`src/rtl/vga_pkg.sv`:
```
// vga_pkg: shared VGA widths, pixel type and sprite position record
package vga_pkg;
  localparam int H_W = 11;
  localparam int V_W = 10;
  localparam int COLOR_W = 12;
  typedef logic [COLOR_W-1:0] pixel_t;
  typedef struct packed {
    logic [H_W-1:0] x;
    logic [V_W-1:0] y;
    logic           en;
  } sprite_pos_t;
endpackage

```
`src/rtl/sprite_channel.sv`:
```
// sprite_channel: one sprite's double-buffered position, hit test, image address and hit delay
//   clk, rstn          pixel clock, synchronous active-low reset
//   hcount_i, vcount_i current pixel from the timing generator
//   frame_start_i      pending -> active transfer strobe
//   we_i, pos_i        pending position/enable write
//   addr_o             registered image address, 0 when outside the sprite
//   hit_o              enabled hit, delayed to line up with the memory data
module sprite_channel import vga_pkg::*; #(
  parameter int WIDTH       = 128,
  parameter int HEIGHT      = 128,
  parameter int SCALE_LOG2  = 0,
  parameter int MEM_LATENCY = 2,
  localparam int AW         = $clog2(WIDTH*HEIGHT)
) (
  input  logic             clk,
  input  logic             rstn,
  input  logic [H_W-1:0]   hcount_i,
  input  logic [V_W-1:0]   vcount_i,
  input  logic             frame_start_i,
  input  logic             we_i,
  input  sprite_pos_t      pos_i,
  output logic [AW-1:0]    addr_o,
  output logic             hit_o
);
  sprite_pos_t pend_q, pend_d, act_q, act_d;
  logic [AW-1:0] addr_q, addr_d;
  logic [MEM_LATENCY:0] hit_q, hit_d;
  logic [11:0] h, v, x, y, dx, dy;
  logic in_h, in_v;
  // 12-bit arithmetic keeps x+width from wrapping, so sprites clip at the right/bottom edge
  always_comb begin
    h = 12'(hcount_i);
    v = 12'(vcount_i);
    x = 12'(act_q.x);
    y = 12'(act_q.y);
    dx = h - x;
    dy = v - y;
    in_h = h >= x && h < x + 12'(WIDTH << SCALE_LOG2);
    in_v = v >= y && v < y + 12'(HEIGHT << SCALE_LOG2);
    pend_d = we_i ? pos_i : pend_q;
    act_d = frame_start_i ? pend_q : act_q;
    addr_d = (in_h && in_v) ? AW'(dx >> SCALE_LOG2) + AW'(dy >> SCALE_LOG2) * AW'(WIDTH) : '0;
    hit_d = {hit_q[MEM_LATENCY-1:0], in_h && in_v && act_q.en};
  end
  always_ff @(posedge clk)
    if (!rstn) begin
      pend_q <= '0;
      act_q <= '0;
      addr_q <= '0;
      hit_q <= '0;
    end else begin
      pend_q <= pend_d;
      act_q <= act_d;
      addr_q <= addr_d;
      hit_q <= hit_d;
    end
  assign addr_o = addr_q;
  assign hit_o = hit_q[MEM_LATENCY];
endmodule

```
`src/rtl/sprite_compositor.sv`:
```
// sprite_compositor: composites N_SPRITES colour-keyed, scaled sprites over a background colour
//   clk, rstn                       pixel clock, synchronous active-low reset
//   hcount_in..blank_in             timing generator inputs
//   pos_x, pos_y, pos_we, en_in     per-sprite pending position/enable writes
//   bg_color                        colour where no opaque sprite pixel exists
//   mem_addr / mem_data             per-sprite image memory port
//   pixel_out, hsync_out, vsync_out, blank_out   outputs, MEM_LATENCY+2 cycles behind the inputs
module sprite_compositor import vga_pkg::*; #(
  parameter int N_SPRITES   = 2,
  parameter int WIDTH       = 128,
  parameter int HEIGHT      = 128,
  parameter int SCALE_LOG2  = 0,
  parameter int MEM_LATENCY = 2,
  parameter int COLOR_W     = 12,
  parameter logic [COLOR_W-1:0] KEY_COLOR = 12'hF0F,
  localparam int AW         = $clog2(WIDTH*HEIGHT)
) (
  input  logic                         clk,
  input  logic                         rstn,
  input  logic [H_W-1:0]               hcount_in,
  input  logic [V_W-1:0]               vcount_in,
  input  logic                         hsync_in,
  input  logic                         vsync_in,
  input  logic                         blank_in,
  input  logic [N_SPRITES*H_W-1:0]     pos_x,
  input  logic [N_SPRITES*V_W-1:0]     pos_y,
  input  logic [N_SPRITES-1:0]         pos_we,
  input  logic [N_SPRITES-1:0]         en_in,
  input  logic [COLOR_W-1:0]           bg_color,
  output logic [N_SPRITES*AW-1:0]      mem_addr,
  input  logic [N_SPRITES*COLOR_W-1:0] mem_data,
  output logic [COLOR_W-1:0]           pixel_out,
  output logic                         hsync_out,
  output logic                         vsync_out,
  output logic                         blank_out
);
  logic frame_start;
  logic [N_SPRITES-1:0] hit;
  // {hsync, vsync, blank} per stage, same depth as the channels' hit pipes
  logic [MEM_LATENCY:0][2:0] sync_q, sync_d;
  logic [2:0] out_q;
  logic [COLOR_W-1:0] pix_q, pix_d, col;
  assign frame_start = hcount_in == '0 && vcount_in == '0;
  for (genvar i = 0; i < N_SPRITES; i++) begin : g_ch
    sprite_pos_t pos;
    assign pos = '{x: pos_x[i*H_W +: H_W], y: pos_y[i*V_W +: V_W], en: en_in[i]};
    sprite_channel #(
      .WIDTH(WIDTH), .HEIGHT(HEIGHT), .SCALE_LOG2(SCALE_LOG2), .MEM_LATENCY(MEM_LATENCY)
    ) u_ch (
      .clk(clk), .rstn(rstn), .hcount_i(hcount_in), .vcount_i(vcount_in),
      .frame_start_i(frame_start), .we_i(pos_we[i]), .pos_i(pos),
      .addr_o(mem_addr[i*AW +: AW]), .hit_o(hit[i])
    );
  end
  // walk from the highest index down so the lowest-index opaque sprite wins
  always_comb begin
    col = bg_color;
    for (int i = N_SPRITES-1; i >= 0; i--)
      if (hit[i] && mem_data[i*COLOR_W +: COLOR_W] != KEY_COLOR) col = mem_data[i*COLOR_W +: COLOR_W];
    pix_d = sync_q[MEM_LATENCY][0] ? '0 : col;
    sync_d = {sync_q[MEM_LATENCY-1:0], hsync_in, vsync_in, blank_in};
  end
  always_ff @(posedge clk)
    if (!rstn) begin
      sync_q <= {(MEM_LATENCY+1){3'b001}};
      out_q <= 3'b001;
      pix_q <= '0;
    end else begin
      sync_q <= sync_d;
      out_q <= sync_q[MEM_LATENCY];
      pix_q <= pix_d;
    end
  assign pixel_out = pix_q;
  assign {hsync_out, vsync_out, blank_out} = out_q;
endmodule

```
`config.mk`:
```
export PLATFORM = sky130hd
export DESIGN_NAME = sprite_compositor
export DESIGN_NICKNAME = d
export VERILOG_FILES = /design/src/rtl/vga_pkg.sv /design/src/rtl/sprite_channel.sv /design/src/rtl/sprite_compositor.sv
export SDC_FILE = /design/constraint.sdc
export NUM_CORES = 1
export LEC_CHECK = 0
export ABC_AREA = 1
export CAP_MARGIN = 40
export CORE_UTILIZATION = 35
export DETAILED_ROUTE_END_ITERATION = 6
export SYNTH_ARGS = -nofsm -noshare
export SYNTH_HDL_FRONTEND = slang
export SYNTH_SLANG_ARGS = --single-unit
```
`constraint.sdc`:
```
create_clock -name clk -period 6.2 [get_ports clk]
set_input_delay 1.24 -clock clk [delete_from_list [all_inputs] [get_ports clk]]
set_output_delay 1.24 -clock clk [all_outputs]
set_load 0.005 [all_outputs]
```
==> run_summary.xml <==
<?xml version="1.0" encoding="UTF-8"?>
<metrics>
  <group name="logic_synthesis">
    <metric name="synthMostInstantiatedCell" unit="">nand2_1</metric>
    <metric name="main_combinational_cell_family_by_area_after_synthesis" unit="">simple AND/OR/NAND/NOR gates</metric>
    <metric name="netlist_area" unit="µm²">7970</metric>
    <metric name="synthXorXnorAreaFrac" unit="%">4.17</metric>
    <metric name="ys.flop_type" unit="">dfxtp_1</metric>
    <metric name="synth_simple_gate_area_share" unit="%">23.8</metric>
    <metric name="post_synth_inst_count" unit="">1105</metric>
    <metric name="synth.area.mux_share" unit="%">0</metric>
    <metric name="ys.warnings.count" unit="">0</metric>
    <metric name="number_of_synthesized_flops_with_an_enable_pin" unit="">0</metric>
    <metric name="async_reset_ff_share" unit="%">0</metric>
    <metric name="synth.net_count" unit="">1289</metric>
    <metric name="synthTopCellsByCount" unit="">176 x nand2_1, 171 x inv_1, 147 x nor2_1</metric>
    <metric name="synth.largest_area_cell" unit="">dfxtp_1</metric>
    <metric name="yosys-top-cells-area" unit="">dfxtp_1 37%, ha_1 11%, nand2_1 8.3%, inv_1 8.0%, nor2_1 6.9%</metric>
    <metric name="synth_fa_ha_area_share" unit="%">12.5</metric>
    <metric name="synth.yosys.seq_area_share" unit="%">36.7</metric>
    <metric name="postSynthAreaPerCell" unit="µm²">7.22</metric>
    <metric name="synth_compound_area_share" unit="%">12.6</metric>
    <metric name="synth_cell_types" unit="">38</metric>
    <metric name="ys_ff_latch" unit="">146</metric>
    <metric name="synthDominantCellAreaShare" unit="%">36.7</metric>
  </group>
  <group name="pwr">
    <metric name="power_leakage" unit="nW">4.74</metric>
    <metric name="comb_power_share" unit="%">14.5</metric>
    <metric name="share_seq_of_total_power" unit="%">39.5</metric>
    <metric name="clock_power_share" unit="%">46.0</metric>
    <metric name="switchingPower" unit="µW">629</metric>
    <metric name="swShare" unit="%">25.5</metric>
    <metric name="power_density" unit="nW/µm²">238</metric>
    <metric name="irDropWorstVdd" unit="mV">0.143</metric>
    <metric name="cellInternalPower" unit="mW">1.84</metric>
  </group>
  <group name="timing">
    <metric name="setup_violations_final" unit="">0</metric>
    <metric name="slew_headroom" unit="%">49.2</metric>
    <metric name="timing_worst_slew_pin_value" unit="ns">0.759</metric>
    <metric name="post-route-min-period" unit="ns">3.99</metric>
    <metric name="final-hold-violation-count" unit="">0</metric>
    <metric name="finalClockSkew" unit="ns">0.0116</metric>
    <metric name="max_clock_freq" unit="GHz">0.251</metric>
    <metric name="setup_repair_after_global_routing_missed_its_margin" unit="">no</metric>
    <metric name="timing.final.max_slew_violations" unit="">0</metric>
    <metric name="final.period_utilization" unit="%">64.3</metric>
    <metric name="finalSetupTns" unit="ns">0</metric>
  </group>
  <group name="setup_path">
    <metric name="worst-endpoint-required" unit="ns">6.54</metric>
    <metric name="crit_path_max_fanout" unit="">5</metric>
    <metric name="r2r.worst_path.cells" unit="">18</metric>
    <metric name="worstPathArrival" unit="ns">4.33</metric>
    <metric name="criticalPathCategory" unit="">in -&gt; reg</metric>
    <metric name="regToRegStartpoint" unit="">g_ch[1].u_ch.act_q[11]$_SDFFE_PN0P_</metric>
    <metric name="setup.reg_to_reg.worst_slack" unit="ns">3.17</metric>
    <metric name="critical_path.startpoint_type" unit="">input port</metric>
    <metric name="critical_path.reg2reg.endpoint" unit="">g_ch[1].u_ch.addr_o[13]$_SDFF_PN0_</metric>
    <metric name="worst_setup_path_end_kind" unit="">register</metric>
  </group>
  <group name="die">
    <metric name="die_span_in_x" unit="µm">153</metric>
    <metric name="core_area" unit="µm²">22100</metric>
    <metric name="dieHeight" unit="µm">153</metric>
    <metric name="die_area" unit="µm²">23400</metric>
    <metric name="start_util" unit="%">36.1</metric>
    <metric name="floorplan.rows" unit="">54</metric>
    <metric name="pin_count" unit="">151</metric>
  </group>
  <group name="place">
    <metric name="place.port_buffers" unit="">150</metric>
    <metric name="dpl.hpwl" unit="mm">15.9</metric>
    <metric name="gp_congestion" unit="">0.877</metric>
  </group>
  <group name="grt">
    <metric name="first_pass_grt_wire_length" unit="mm">33.5</metric>
    <metric name="grt_max_degree" unit="">74</metric>
    <metric name="gr-total-overflow" unit="">0</metric>
    <metric name="antenna_found_initial" unit="">0</metric>
    <metric name="number_of_global_route_vias_before_repair" unit="">6529</metric>
    <metric name="global_route.usage.total" unit="%">18.1</metric>
  </group>
  <group name="route">
    <metric name="drtIter0Drc" unit="">417</metric>
    <metric name="detail_route.wl_per_cell" unit="µm">13.3</metric>
    <metric name="drt_pass1_iterations" unit="">5</metric>
    <metric name="vias" unit="">7119</metric>
    <metric name="drcViolationCount" unit="">0</metric>
    <metric name="drtAntennaViolNets" unit="">0</metric>
    <metric name="finalWirelength" unit="mm">20.5</metric>
    <metric name="vias_per_cell" unit="">4.64</metric>
  </group>
  <group name="clocking">
    <metric name="worst_setup_hold_path_clk_slew" unit="ns">0.07</metric>
    <metric name="root_buffer" unit="">clkbuf_16</metric>
    <metric name="cts_repair_resize_count" unit="">0</metric>
    <metric name="postCtsSetupBuffers" unit="">0</metric>
    <metric name="max-clock-path-buffers" unit="">2</metric>
    <metric name="number_of_hold_buffers_added_after_cts" unit="">0</metric>
    <metric name="ctsHtreeMaxLevel" unit="">4</metric>
    <metric name="clock_sinks" unit="">146</metric>
    <metric name="cts_made_buffers" unit="">17</metric>
    <metric name="cts_tree" unit="">built</metric>
    <metric name="clkLatencyLatePin" unit="ns">0.43</metric>
  </group>
  <group name="final_layout">
    <metric name="fillerInstances" unit="">2240</metric>
    <metric name="finalCoreUtilization" unit="%">46.8</metric>
    <metric name="layout-drive-gt1-share" unit="%">4.78</metric>
    <metric name="finish.net_count" unit="">1425</metric>
    <metric name="flow.area_growth_from_synthesis" unit="%">29.7</metric>
    <metric name="antenna-diode-count" unit="">0</metric>
  </group>
  <group name="worst_hold_path">
    <metric name="launch_point_of_the_worst_hold_path" unit="">sync_d[3]$_SDFF_PN1_</metric>
    <metric name="min_to" unit="">sync_d[6]$_SDFF_PN1_</metric>
    <metric name="number_of_cells_on_the_worst_hold_path" unit="">1</metric>
    <metric name="min-delay-path-class" unit="">reg -&gt; reg</metric>
  </group>
  <group name="run">
    <metric name="max_cap_violations" unit="">0</metric>
  </group>
  <group name="status">
    <metric name="status" unit="">completed</metric>
  </group>
</metrics>
flip-flops by register name, summed over array words and instances (netlist names):
| signal | flops |
|---|---|
| pixel_out | 12 |
| sync_d | 6 |
| g_ch.u_ch.hit_q | 6 |
| g_ch.u_ch.act_q | 44 |
| g_ch.u_ch.pend_q | 44 |
| out_q | 3 |
| sync_q | 3 |
| g_ch.u_ch.addr_o | 28 |
worst max-delay path: stages:
cell and delay, ns:
clkdlybuf4s50_1 0.39, inv_1 0.14, ha_1 0.21, inv_1 0.08
fa_1 0.41, nand3_1 0.10, nand3_1 0.17, a21oi_1 0.25
nor2_1 0.06, nor2_1 0.12, xor2_1 0.17, ha_1 0.30
a21oi_1 0.15, nand2_1 0.10, a21o_1 0.18, nand2_1 0.06
nand2_1 0.04, nand2_1 0.05, inv_1 0.03, nor2_1 0.08
power by group through the flow:
stage,clock network (mW),logic [mW],registers [mW]
2_1_floorplan,0,0.222,0.993
3_3_place_gp,0,0.353,0.995
3_5_place_dp,0,0.356,0.995
4_1_cts,1.16,0.358,0.974
5_1_grt,1.20,0.406,0.977
6_report,1.13,0.357,0.974
worst max path at each step:
stage | startpoint | end | cells past startpoint
after floorplan | hcount_in[0] | g_ch[1].u_ch.addr_o[13]$_SDFF_PN0_ | 19
after global placement | hcount_in[0] | g_ch[1].u_ch.addr_o[13]$_SDFF_PN0_ | 20
after detailed placement | hcount_in[0] | g_ch[1].u_ch.addr_o[13]$_SDFF_PN0_ | 20
after CTS | hcount_in[0] | g_ch[1].u_ch.addr_o[13]$_SDFF_PN0_ | 20
after global routing | hcount_in[0] | g_ch[1].u_ch.addr_o[13]$_SDFF_PN0_ | 20
final | hcount_in[0] | g_ch[1].u_ch.addr_o[13]$_SDFF_PN0_ | 20
layer usage:
layer / GRT usage, % / part of all wire (%) / vias to the layer above / routed length (µm)
li1: - / - / 3800 / -
met1: 26.0 / 51 / 3134 / 10400
met2: 27.2 / 43 / 164 / 8790
met3: 3.20 / 4.6 / 21 / 933
met4: 5.87 / 1.4 / 0 / 282
met5: 0 / 0 / - / 0
cells in the final DEF, fill, tap and decap left out, types with 3 or more instances in the layout:
| cell type | synthesis | layout |
|---|---|---|
| a21oi_1 | 81 | 81 |
| clkdlybuf4s50_1 | 0 | 149 |
| nand4_1 | 11 | 11 |
| nand2_2 | 4 | 4 |
| nor2_1 | 147 | 147 |
| dfxtp_1 | 146 | 146 |
| ha_1 | 70 | 70 |
| or2_2 | 3 | 3 |
| a21o_1 | 5 | 5 |
| bufinv_16 | 0 | 4 |
| a31oi_1 | 4 | 4 |
| xnor2_1 | 18 | 18 |
| nor3_1 | 11 | 11 |
| clkinv_4 | 0 | 4 |
| fa_1 | 6 | 6 |
| nor2_2 | 11 | 11 |
| nand3b_1 | 7 | 7 |
| clkbuf_16 | 0 | 17 |
| o211ai_1 | 6 | 6 |
| nand2_1 | 176 | 176 |
| xor2_1 | 20 | 20 |
| inv_1 | 171 | 171 |
| o21ai_0 | 88 | 88 |
| nand3_1 | 69 | 68 |
through the flow:
stage	total power [mW]	instance area [µm²]	setup WS, ns	cells	hold slack, ns
after floorplan	1.21	7970	2.55	1105	0.390
after global placement	1.35	9690	1.86	1501	0.392
after detailed placement	1.35	9690	1.78	1502	0.401
after CTS	2.49	10300	2.23	1534	0.417
after global routing	2.58	10300	1.90	1534	0.433
final	2.47	10300	2.21	1534	0.413
kinds of logic (layout without fill, tap and decap cells):
logic type / after synthesis / in the layout
and+or+nand+nor: 445 / 445
buffers and inverters: 208 / 357
AOI/OAI and AO/OA: 192 / 192
DFF: 146 / 146
adders and majority gates: 76 / 76
xor gates and xnor gates: 38 / 38
cell type report:
type | instances | area [µm²] | share of cell area [%]
inverters | 172 | 646 | 6.24
repair buffers | 153 | 1530 | 14.8
multi-input cells | 751 | 4240 | 41.0
flip-flops and latches | 146 | 2920 | 28.3
well taps | 280 | 350 | 3.39
clock inverters | 13 | 199 | 1.92
clock buffers | 19 | 453 | 4.38
Power figures use the tool's default switching activity.
